**config.mk**
```make
export PLATFORM = sky130hd
export DESIGN_NAME = tx_cw_m
export DESIGN_NICKNAME = d
export VERILOG_FILES = /design/src/rtl/cw_pkg.sv /design/src/rtl/cw_unit_tick.sv /design/src/rtl/tx_cw_m.sv
export SDC_FILE = /design/constraint.sdc
export NUM_CORES = 1
export LEC_CHECK = 0
export CAP_MARGIN = 20
export CORE_MARGIN = 2
export CORE_UTILIZATION = 25
export DETAILED_ROUTE_END_ITERATION = 10
export PLACE_DENSITY = 0.37
export SLEW_MARGIN = 25
export SYNTH_ARGS = -nofsm -noshare
export SYNTH_HDL_FRONTEND = slang
export SYNTH_HIERARCHICAL = 1
export SYNTH_SLANG_ARGS = --single-unit
```
**constraint.sdc**
```tcl
create_clock -name clk -period 3.3 [get_ports clk]
set_clock_uncertainty 0.05 [all_clocks]
set_input_delay 0.33 -clock clk [delete_from_list [all_inputs] [get_ports clk]]
set_output_delay 0.33 -clock clk [all_outputs]
set_load 0.1 [all_outputs]
```
**src/rtl/cw_pkg.sv**
```systemverilog
// Shared CW definitions: symbol codes, transmitter state encoding and
// default unit counts. The CW receiver uses the same symbol codes.
package cw_pkg;

  // Symbol request codes carried on sym_code
  localparam logic [1:0] SYM_DOT  = 2'd0;
  localparam logic [1:0] SYM_DASH = 2'd1;
  localparam logic [1:0] SYM_CHAR = 2'd2;
  localparam logic [1:0] SYM_WORD = 2'd3;

  // Transmitter phase
  typedef enum logic [1:0] {
    IDLE = 2'd0,
    MARK = 2'd1,
    GAP  = 2'd2
  } tx_state_e;

  // Default timing, in Morse units (clock cycles for UNIT_CYCLES)
  localparam int DEF_UNIT_CYCLES     = 1;
  localparam int DEF_DOT_UNITS       = 1;
  localparam int DEF_DASH_UNITS      = 4;
  localparam int DEF_INTRA_GAP_UNITS = 1;
  localparam int DEF_CHAR_GAP_UNITS  = 3;
  localparam int DEF_WORD_GAP_UNITS  = 8;

  // Counter widths
  localparam int PRESC_W    = 16;
  localparam int UNIT_CNT_W = 4;
  localparam int UNIT_MAX   = (1 << UNIT_CNT_W) - 1;

  // True for symbols that key the carrier
  function automatic logic is_mark_sym(input logic [1:0] code);
    return (code == SYM_DOT) || (code == SYM_DASH);
  endfunction

endpackage

```
**src/rtl/cw_unit_tick.sv**
```systemverilog
// Unit prescaler: counts 0..UNIT_CYCLES-1 and flags the last cycle of each
// Morse unit. A restart forces the count back to 0 for the next cycle so
// every phase begins on a fresh unit boundary.
module cw_unit_tick
  import cw_pkg::*;
#(
  parameter int UNIT_CYCLES = DEF_UNIT_CYCLES
) (
  input  logic clk,
  input  logic rst,
  input  logic i_restart,
  output logic o_tick,
  output logic o_tick_next
);

  localparam logic [PRESC_W-1:0] LAST = PRESC_W'(UNIT_CYCLES - 1);

  logic [PRESC_W-1:0] r_cnt;
  logic [PRESC_W-1:0] w_cnt_next;

  assign o_tick = (r_cnt == LAST);

  // Next prescaler value: wrap on tick, clear on restart, else count up
  always_comb begin
    // NOTE: default first so every path assigns the signal and no latch is inferred.
    w_cnt_next = '0;
    if (!i_restart && !o_tick) begin
      w_cnt_next = r_cnt + PRESC_W'(1);
    end
  end

  // Lets the owner predict a tick one cycle ahead for registered outputs
  assign o_tick_next = (w_cnt_next == LAST);

  // Prescaler register
  always_ff @(posedge clk or negedge rst) begin
    // NOTE: non-blocking assignments for state so all flops update together at the edge.
    if (!rst) begin
      r_cnt <= '0;
    end else begin
      r_cnt <= w_cnt_next;
    end
  end

endmodule

```
**src/rtl/tx_cw_m.sv**
```systemverilog
// CW keyer transmitter. Takes dot/dash/char-space/word-space requests over a
// valid/ready handshake and keys tx_cw with unit-exact mark and gap timing.
// A request offered in the final gap cycle chains with no extra low cycle.
module tx_cw_m
  import cw_pkg::*;
#(
  parameter int UNIT_CYCLES     = DEF_UNIT_CYCLES,
  parameter int DOT_UNITS       = DEF_DOT_UNITS,
  parameter int DASH_UNITS      = DEF_DASH_UNITS,
  parameter int INTRA_GAP_UNITS = DEF_INTRA_GAP_UNITS,
  parameter int CHAR_GAP_UNITS  = DEF_CHAR_GAP_UNITS,
  parameter int WORD_GAP_UNITS  = DEF_WORD_GAP_UNITS
) (
  input  logic       clk,
  input  logic       rst,
  input  logic       sym_valid,
  input  logic [1:0] sym_code,
  output logic       sym_ready,
  output logic       tx_cw,
  output logic       busy,
  output logic       sym_done
);

  // Elaboration-time parameter legality
  if (UNIT_CYCLES < 1 || UNIT_CYCLES > 65535) begin : g_bad_unit_cycles
    $error("tx_cw_m: UNIT_CYCLES must be 1..65535");
  end
  if (DOT_UNITS < 1 || DOT_UNITS > UNIT_MAX ||
      DASH_UNITS < 1 || DASH_UNITS > UNIT_MAX) begin : g_bad_mark_units
    $error("tx_cw_m: DOT_UNITS and DASH_UNITS must be 1..15");
  end
  if (INTRA_GAP_UNITS < 0 || INTRA_GAP_UNITS > UNIT_MAX ||
      CHAR_GAP_UNITS > UNIT_MAX || WORD_GAP_UNITS > UNIT_MAX) begin : g_bad_gap_units
    $error("tx_cw_m: gap unit parameters must be <= 15");
  end
  if (CHAR_GAP_UNITS < INTRA_GAP_UNITS ||
      WORD_GAP_UNITS < INTRA_GAP_UNITS) begin : g_bad_gap_order
    $error("tx_cw_m: CHAR/WORD gap must be >= INTRA_GAP_UNITS");
  end

  // Unit-count loads; a space only adds what the preceding intra gap lacks
  localparam logic [UNIT_CNT_W-1:0] DOT_L   = UNIT_CNT_W'(DOT_UNITS);
  localparam logic [UNIT_CNT_W-1:0] DASH_L  = UNIT_CNT_W'(DASH_UNITS);
  localparam logic [UNIT_CNT_W-1:0] INTRA_L = UNIT_CNT_W'(INTRA_GAP_UNITS);
  localparam logic [UNIT_CNT_W-1:0] CHAR_L  = UNIT_CNT_W'(CHAR_GAP_UNITS - INTRA_GAP_UNITS);
  localparam logic [UNIT_CNT_W-1:0] WORD_L  = UNIT_CNT_W'(WORD_GAP_UNITS - INTRA_GAP_UNITS);

  tx_state_e             r_state;
  tx_state_e             w_state_next;
  logic [UNIT_CNT_W-1:0] r_units;
  logic [UNIT_CNT_W-1:0] w_units_next;
  logic                  w_restart;
  logic                  w_tick;
  logic                  w_tick_next;
  logic                  w_accept;
  logic                  w_gap_end;
  logic                  r_tx;
  logic                  r_busy;
  logic                  r_done;

  cw_unit_tick #(
    .UNIT_CYCLES (UNIT_CYCLES)
  ) u_unit_tick (
    .clk         (clk),
    .rst         (rst),
    .i_restart   (w_restart),
    .o_tick      (w_tick),
    .o_tick_next (w_tick_next)
  );

  // A zero-length gap occupies a single cycle and ends immediately
  assign w_gap_end = (r_state == GAP) &&
                     ((r_units == '0) || (w_tick && (r_units == UNIT_CNT_W'(1))));
  assign sym_ready = (r_state == IDLE) || w_gap_end;
  assign w_accept  = sym_valid && sym_ready;

  // Next state, unit counter and prescaler restart
  always_comb begin
    w_state_next = r_state;
    w_units_next = r_units;
    w_restart    = 1'b0;

    unique case (r_state)
      IDLE: begin
        w_restart    = 1'b1;
        w_units_next = '0;
      end
      MARK: begin
        if (w_tick) begin
          if (r_units <= UNIT_CNT_W'(1)) begin
            w_state_next = GAP;
            w_units_next = INTRA_L;
            w_restart    = 1'b1;
          end else begin
            w_units_next = r_units - UNIT_CNT_W'(1);
          end
        end
      end
      GAP: begin
        if (w_gap_end) begin
          w_state_next = IDLE;
          w_units_next = '0;
          w_restart    = 1'b1;
        end else if (w_tick) begin
          w_units_next = r_units - UNIT_CNT_W'(1);
        end
      end
      default: begin
        w_state_next = IDLE;
        w_units_next = '0;
        w_restart    = 1'b1;
      end
    endcase

    // Accept is only possible in IDLE or the final gap cycle; it starts the new phase
    if (w_accept) begin
      w_restart = 1'b1;
      if (is_mark_sym(sym_code)) begin
        w_state_next = MARK;
        w_units_next = (sym_code == SYM_DOT) ? DOT_L : DASH_L;
      end else begin
        w_state_next = GAP;
        w_units_next = (sym_code == SYM_CHAR) ? CHAR_L : WORD_L;
      end
    end
  end

  // State, unit counter and registered outputs; sym_done is predicted one cycle ahead
  always_ff @(posedge clk or negedge rst) begin
    if (!rst) begin
      r_state <= IDLE;
      r_units <= '0;
      r_tx    <= 1'b0;
      r_busy  <= 1'b0;
      r_done  <= 1'b0;
    end else begin
      r_state <= w_state_next;
      r_units <= w_units_next;
      r_tx    <= (w_state_next == MARK);
      r_busy  <= (w_state_next != IDLE);
      r_done  <= (w_state_next == GAP) &&
                 ((w_units_next == '0) ||
                  ((w_units_next == UNIT_CNT_W'(1)) && w_tick_next));
    end
  end

  assign tx_cw    = r_tx;
  assign busy     = r_busy;
  assign sym_done = r_done;

endmodule

```
==> flow_summary.ini, run 1 <==
[run_status]
status = finished clean

[logic_synthesis]
avgSynthCellArea_um2 = 9.22
synthArstFlopShare_pct = 100
ys_types = 51
yosys-top-cells-area = dfrtp_1, ha_1, nor2_1, xnor2_1, xor2_1
ys_seq_area_share_pct = 35.2
syn-instance-count = 193
synth_area_um2 = 1780
synthesis.nets = 210
synth_warnings = 6
ys.flop_type = dfrtp_1
synth_top_area_share_pct = 35.2
synth_area_leader_cell = dfrtp_1
ys_ff_latch = 25
synth_edf_count = 0

[cells_and_area]
diodes = 0
post-route-util_pct = 28.8
fillCellCount = 734
fin_nets = 215
drive_gt1_share_pct = 10.2
syn2layout_area_growth_pct = 10.4

[power_and_ir_drop]
p_sw_uw = 592
pwr-share-comb_pct = 54.4
intPower_uw = 669
p_total_uw = 1260
power.leakage_uw = 0.000771
netSwitchingFraction_pct = 46.9
seqPwrFrac_pct = 30.4
power_density_nw_per_um2 = 642
peakVddDrop_mv = 0.158
p_clk_share_pct = 15.2

[cts]
htree_levels = 1
cts_tree = yes
clock-root-buffer = clkbuf_8
cts_setup_buffers = 0
cts_inserted_buffers = 3
clk_pin_slew_ns = 0.10
cts_hold_buf = 0
ctsResizeCount = 0
max-clock-path-buffers = 2
clkSinkCount = 25
clk_latency_ns = 0.27

[sta]
period_minus_slack_ns = 2.81
hold_viol = 0
rsz0062_at_grt = no
finalWorstSetupSlack_ns = 0.486
relSlewSlack_pct = 35.6
setup_viol = 0
final_max_slew_viol_count = 0
fin_crit_sh_pct = 85.3
worst_pin_slew_ns = 0.963
max_freq_mhz = 355
setup-tns-final_ns = 0

[placement]
hpwl_um = 2780
place_congestion = 0.806
io_buffers = 8
detailedPlace.worstSlack_ns = 0.545

[critical_path]
slowest_delay_ns = 0.47
path_max_fanout = 10
critPathArrivalTime_ns = 2.93
path_buf_inv = 1
critical_path.cell_chain = inv_1 -> ha_1 -> nor4b_1 -> and4_1 -> a21oi_1 -> o31a_1 -> nand4_1 -> or2_1 -> a41o_1 -> nand2b_1 -> and4b_1
worstPathRequired_ns = 3.41
critPathLaunch = u_unit_tick/r_cnt[0]
crit_type = reg2reg
cp_slowest_cell = dfrtp_1
cp_top_family = simple AND/OR/NAND/NOR gates
critPathCaptureType = flop
startpoint_type = flop
regToRegStartpoint = u_unit_tick/r_cnt[0]

[routing]
drt_wl_total_um = 3790
firstDrtPassIters = 4
vias = 1395
viasPerCell = 4.76
drc_errors = 0
dr.first_iter.drc_count = 52
wire_per_inst_um = 12.9
ant_nets = 0

[global_routing]
grt_max_degree = 26
grt_pass1_vias = 1384
grt_pass1_wl_um = 6620
grt_overflow_total = 0
grt_usage_pct = 10.6
antenna_found_initial = 0

[floorplan]
ioPinCount = 9
start_util_pct = 26.0
die_x_um = 88.4
core_area_um2 = 6830
core.rowCount = 30
die_h_um = 88.4
die_area_um2 = 7810

[flow_run]
max_cap_viol_count = 0

[hold_path]
hold_path_class = in2async
-- power groups by stage --
stage	combinational (uW)	sequential (uW)	clock (uW)
after floorplan	444	491	0
after global placement	688	388	0
after detailed placement	683	387	0
after CTS	687	382	203
after global routing	748	388	215
final	685	383	192
-- worst reg2reg max path, stage by stage (launching register included) --
cell and delay, ns:
dfrtp_1 0.47, inv_1 0.07, ha_1 0.20, nor4b_1 0.13, and4_1 0.27, a21oi_1 0.29, o31a_1 0.30, nand4_1 0.13
or2_1 0.26, a41o_1 0.21, nand2b_1 0.14, and4b_1 0.21
-- final timing paths --
check,depth (start not counted),slack [ns],endpoint
worst max-delay path,11,0.49,sym_done
worst min-delay path,2,0.37,u_unit_tick/r_cnt[12]
worst max register to register,11,0.49,sym_done
worst min register to register,1,0.52,u_unit_tick/r_cnt[0]
max in group asynchronous,2,2.56,r_units[3]
min in group clk,1,0.52,u_unit_tick/r_cnt[0]
-- cell usage after synthesis, types with 3 or more instances --
cell type  instances
inv_1             14
or3_1              3
buf_2              4
nor2b_1            3
nand2_1           10
xor2_1             9
and3_1             3
o21ai_0            8
a21oi_1            4
dfrtp_1           25
nor3_1             3
nor2_1            25
nand4_1            5
buf_6              4
nor4_1             3
ha_1              12
xnor2_1            9
nand3_1            6
-- area by class of cell --
type	instances	area [um2]	share of cell area (%)
Timing Repair Buffer	10	92.6	4.71
Inverter	14	52.6	2.68
Clock inverter	1	7.51	0.382
Clock buffer	3	41.3	2.10
Tap cell	96	120	6.11
Sequential cell	25	626	31.8
Multi-Input combinational cell	144	1020	52.2
-- cells by family after synthesis --
family,Yosys count,share of synthesized area [%]
and+or+nand+nor,78,24.7
muxes,2,1.27
AOI/OAI and AO/OA,34,14.3
DFF,25,35.2
buffers and inverters,24,7.24
adders and majority gates,12,8.44
xor gates and xnor gates,18,8.86
-- layer usage --
metal  vias up  part of all wire [%]  GRT usage [%]
li1        688                     -              -
met1       696                    51           15.2
met2         9                    46           16.7
met3         2                   1.9           1.68
met4         0                  0.42           2.48
met5         -                     0              0
-- placed cells by master (no fill, tap or decap), drive strengths merged, types with 4 or more instances in the layout --
master         netlist  final
a21oi                4      4
clkdlybuf4s50        0      7
dfrtp               25     25
ha                  12     12
inv                 14     14
nand2               10     10
nand3                7      7
nand4                5      5
nor2                25     25
nor3                 4      4
nor4                 4      4
o21ai                8      8
or3                  4      4
xnor2                9      9
xor2                 9      9
-- per-stage QoR --
stage | cell area, um2 | cells | hold WS [ns]
5_1_grt | 1960 | 293 | 0.394
6_report | 1960 | 293 | 0.374
2_1_floorplan | 1780 | 193 | -0.0156
3_5_place_dp | 1920 | 289 | 0.509
4_1_cts | 1960 | 293 | 0.387
3_3_place_gp | 1920 | 289 | 0.496
-- sequential cells by signal, indices dropped and copies added, names as in the netlist --
name	count
r_state	2
sym_done	1
tx_cw	1
u_unit_tick/r_cnt	16
busy	1
r_units	4
Power figures use the tool's default switching activity.
==> run 2: changes to the inputs <==
--- a/config.mk
+++ b/config.mk
@@ -5,12 +5,14 @@
 export SDC_FILE = /design/constraint.sdc
 export NUM_CORES = 1
 export LEC_CHECK = 0
-export CAP_MARGIN = 20
+export CAP_MARGIN = 40
+export CELL_PAD_IN_SITES_DETAIL_PLACEMENT = 1
+export CELL_PAD_IN_SITES_GLOBAL_PLACEMENT = 2
 export CORE_MARGIN = 2
 export CORE_UTILIZATION = 25
 export DETAILED_ROUTE_END_ITERATION = 10
-export PLACE_DENSITY = 0.37
-export SLEW_MARGIN = 25
+export PLACE_DENSITY = 0.53
+export SLEW_MARGIN = 20
 export SYNTH_ARGS = -nofsm -noshare
 export SYNTH_HDL_FRONTEND = slang
 export SYNTH_HIERARCHICAL = 1
==> run 2 against run 1 <==
  * Via count is the same
  * Sequential power is essentially flat
  * Die area is the same
  * Global-route usage grew 1.3 points
  * First-iteration DRC count grew 71%
  * Non-clock buffer count grew 3
  * Worst hold slack lost 0.012 ns
  * Sequential share of layout area shrank 0.87 points
  * Clock-buffer cell count is the same
  * Critical endpoint is now sym_ready
  * Largest cell class unchanged
==> flow_summary.ini, run 2 (same netlist as run 1, synthesis figures left out) <==
[cts]
cts_setup_buffers = 0
max-clock-path-buffers = 2
cts_hold_buf = 0
cts_inserted_buffers = 3
clk_pin_slew_ns = 0.10
clkSinkCount = 25
clk_latency_ns = 0.27
cts_tree = yes
htree_levels = 1
ctsResizeCount = 0
clock-root-buffer = clkbuf_8

[routing]
wire_per_inst_um = 14.2
drt_wl_total_um = 4210
drc_errors = 0
met1_length_um = 2360
viasPerCell = 4.71
wl_met2_um = 1750
vias = 1395
firstDrtPassIters = 4
top_layer = met4
dr.first_iter.drc_count = 89
ant_nets = 0
dr_wl_met3_um = 69

[floorplan]
start_util_pct = 26.0
die_area_um2 = 7810
core.rowCount = 30
core_area_um2 = 6830
die_h_um = 88.4
die_x_um = 88.4
ioPinCount = 9

[critical_path]
critPathArrivalTime_ns = 2.37
cp_slowest_cell = dfrtp_1
critPathCaptureType = output port
slowest_delay_ns = 0.50
startpoint_type = flop
crit_type = reg2out
path_max_fanout = 10
path_buf_inv = 1
cp_top_family = simple AND/OR/NAND/NOR gates
critical_path.cell_chain = nor4_1 -> and4_1 -> a21oi_1 -> nor2_1 -> nand2_1 -> nand2b_1 -> buf_12
worstPathRequired_ns = 2.92

[sta]
period_minus_slack_ns = 2.75
max_freq_mhz = 363
setup-tns-final_ns = 0
relSlewSlack_pct = 67.2
worst_pin_slew_ns = 0.486
setup_viol = 0
rsz0062_at_grt = no
final_max_slew_viol_count = 0
fin_crit_sh_pct = 83.5
hold_viol = 0

[global_routing]
grt_usage_pct = 11.9
antenna_found_initial = 0
grt_overflow_total = 0
grt_pass1_wl_um = 7310
grt_max_degree = 26
grt_pass1_vias = 1427

[cells_and_area]
reg_top3 = u_unit_tick/r_cnt x16, r_units x4, r_state x2
fin_area_um2 = 2020
fillCellCount = 826
diodes = 0
drive_gt1_share_pct = 11.5
final_cells = 296
syn2layout_area_growth_pct = 13.5
top_register = u_unit_tick/r_cnt
largest_register_ffs = 16
final_cell_mix = nor2_1, dfrtp_1, inv_1
post-route-util_pct = 29.6
fin_nets = 218

[power_and_ir_drop]
power.leakage_uw = 0.000802
power_density_nw_per_um2 = 666
intPower_uw = 731
netSwitchingFraction_pct = 45.7
p_total_uw = 1350
p_clk_share_pct = 14.1
p_sw_uw = 615
pwr-share-comb_pct = 57.4
peakVddDrop_mv = 0.169
seqPwrFrac_pct = 28.5

[placement]
placed_area_um2 = 1970
io_buffers = 8
hpwl_um = 3190
place_congestion = 0.772
dp_cells = 292

[flow_run]
max_cap_viol_count = 0

[run_status]
status = finished clean

[hold_path]
hold_path_class = in2async
## run 2: cell types whose count changed in the layout (fill, tap and decap cells not counted), sizes merged
cell / previous run / this run
buf: 3 / 6
clkinv: 0 / 1
clkinvlp: 1 / 0
## run 2: metal layers
layer  vias to the layer above  GRT usage (%)
met4                         0           2.07
met5                         -              0
met1                       690           18.1
li1                        696              -
met2                         7           17.6
met3                         2           2.24
## run 2: worst reg2reg max path, delay by kind of cell, from the launching register on
kind / cells / cell delay, ns
simple gates: 3 / 1.00
compound gates: 3 / 0.70
flops: 1 / 0.50
mux: 1 / 0.36
## run 2: power groups by stage
stage / clock [uW] / combinational [uW] / sequential (uW)
4_1_cts: 202 / 778 / 385
5_1_grt: 216 / 841 / 390
6_report: 189 / 772 / 384
3_5_place_dp: 0 / 774 / 390
2_1_floorplan: 0 / 444 / 491
3_3_place_gp: 0 / 726 / 390
## run 2: worst paths after layout
check | slack (ns) | start | cells after the start | end
setup / recovery | 0.55 | u_unit_tick/r_cnt[8] | 7 | sym_ready
hold / removal | 0.36 | rst | 2 | r_state[0]
setup reg to reg | 0.55 | u_unit_tick/r_cnt[8] | 7 | busy
hold reg to reg | 0.52 | u_unit_tick/r_cnt[0] | 1 | u_unit_tick/r_cnt[0]
max in group asynchronous | 2.56 | rst | 2 | r_units[2]
min in group clk | 0.52 | u_unit_tick/r_cnt[0] | 1 | u_unit_tick/r_cnt[0]
## run 2: layout make-up
| type | count | area (um2) | area share [%] |
|---|---|---|---|
| Timing Repair Buffer | 13 | 150 | 7.43 |
| Inverter | 14 | 52.6 | 2.60 |
| Clock inverter | 1 | 5.00 | 0.248 |
| Sequential cell | 25 | 626 | 31.0 |
| Tap cell | 96 | 120 | 5.95 |
| Multi-Input combinational cell | 144 | 1020 | 50.7 |
| Clock buffer | 3 | 41.3 | 2.04 |
## run 2: through the flow
stage               hold slack (ns)  setup WS [ns]
finish                        0.363          0.545
global route                  0.386          0.254
CTS                           0.379          0.489
detailed placement            0.510          0.525
global placement              0.488          0.535
floorplan                   -0.0156          0.678
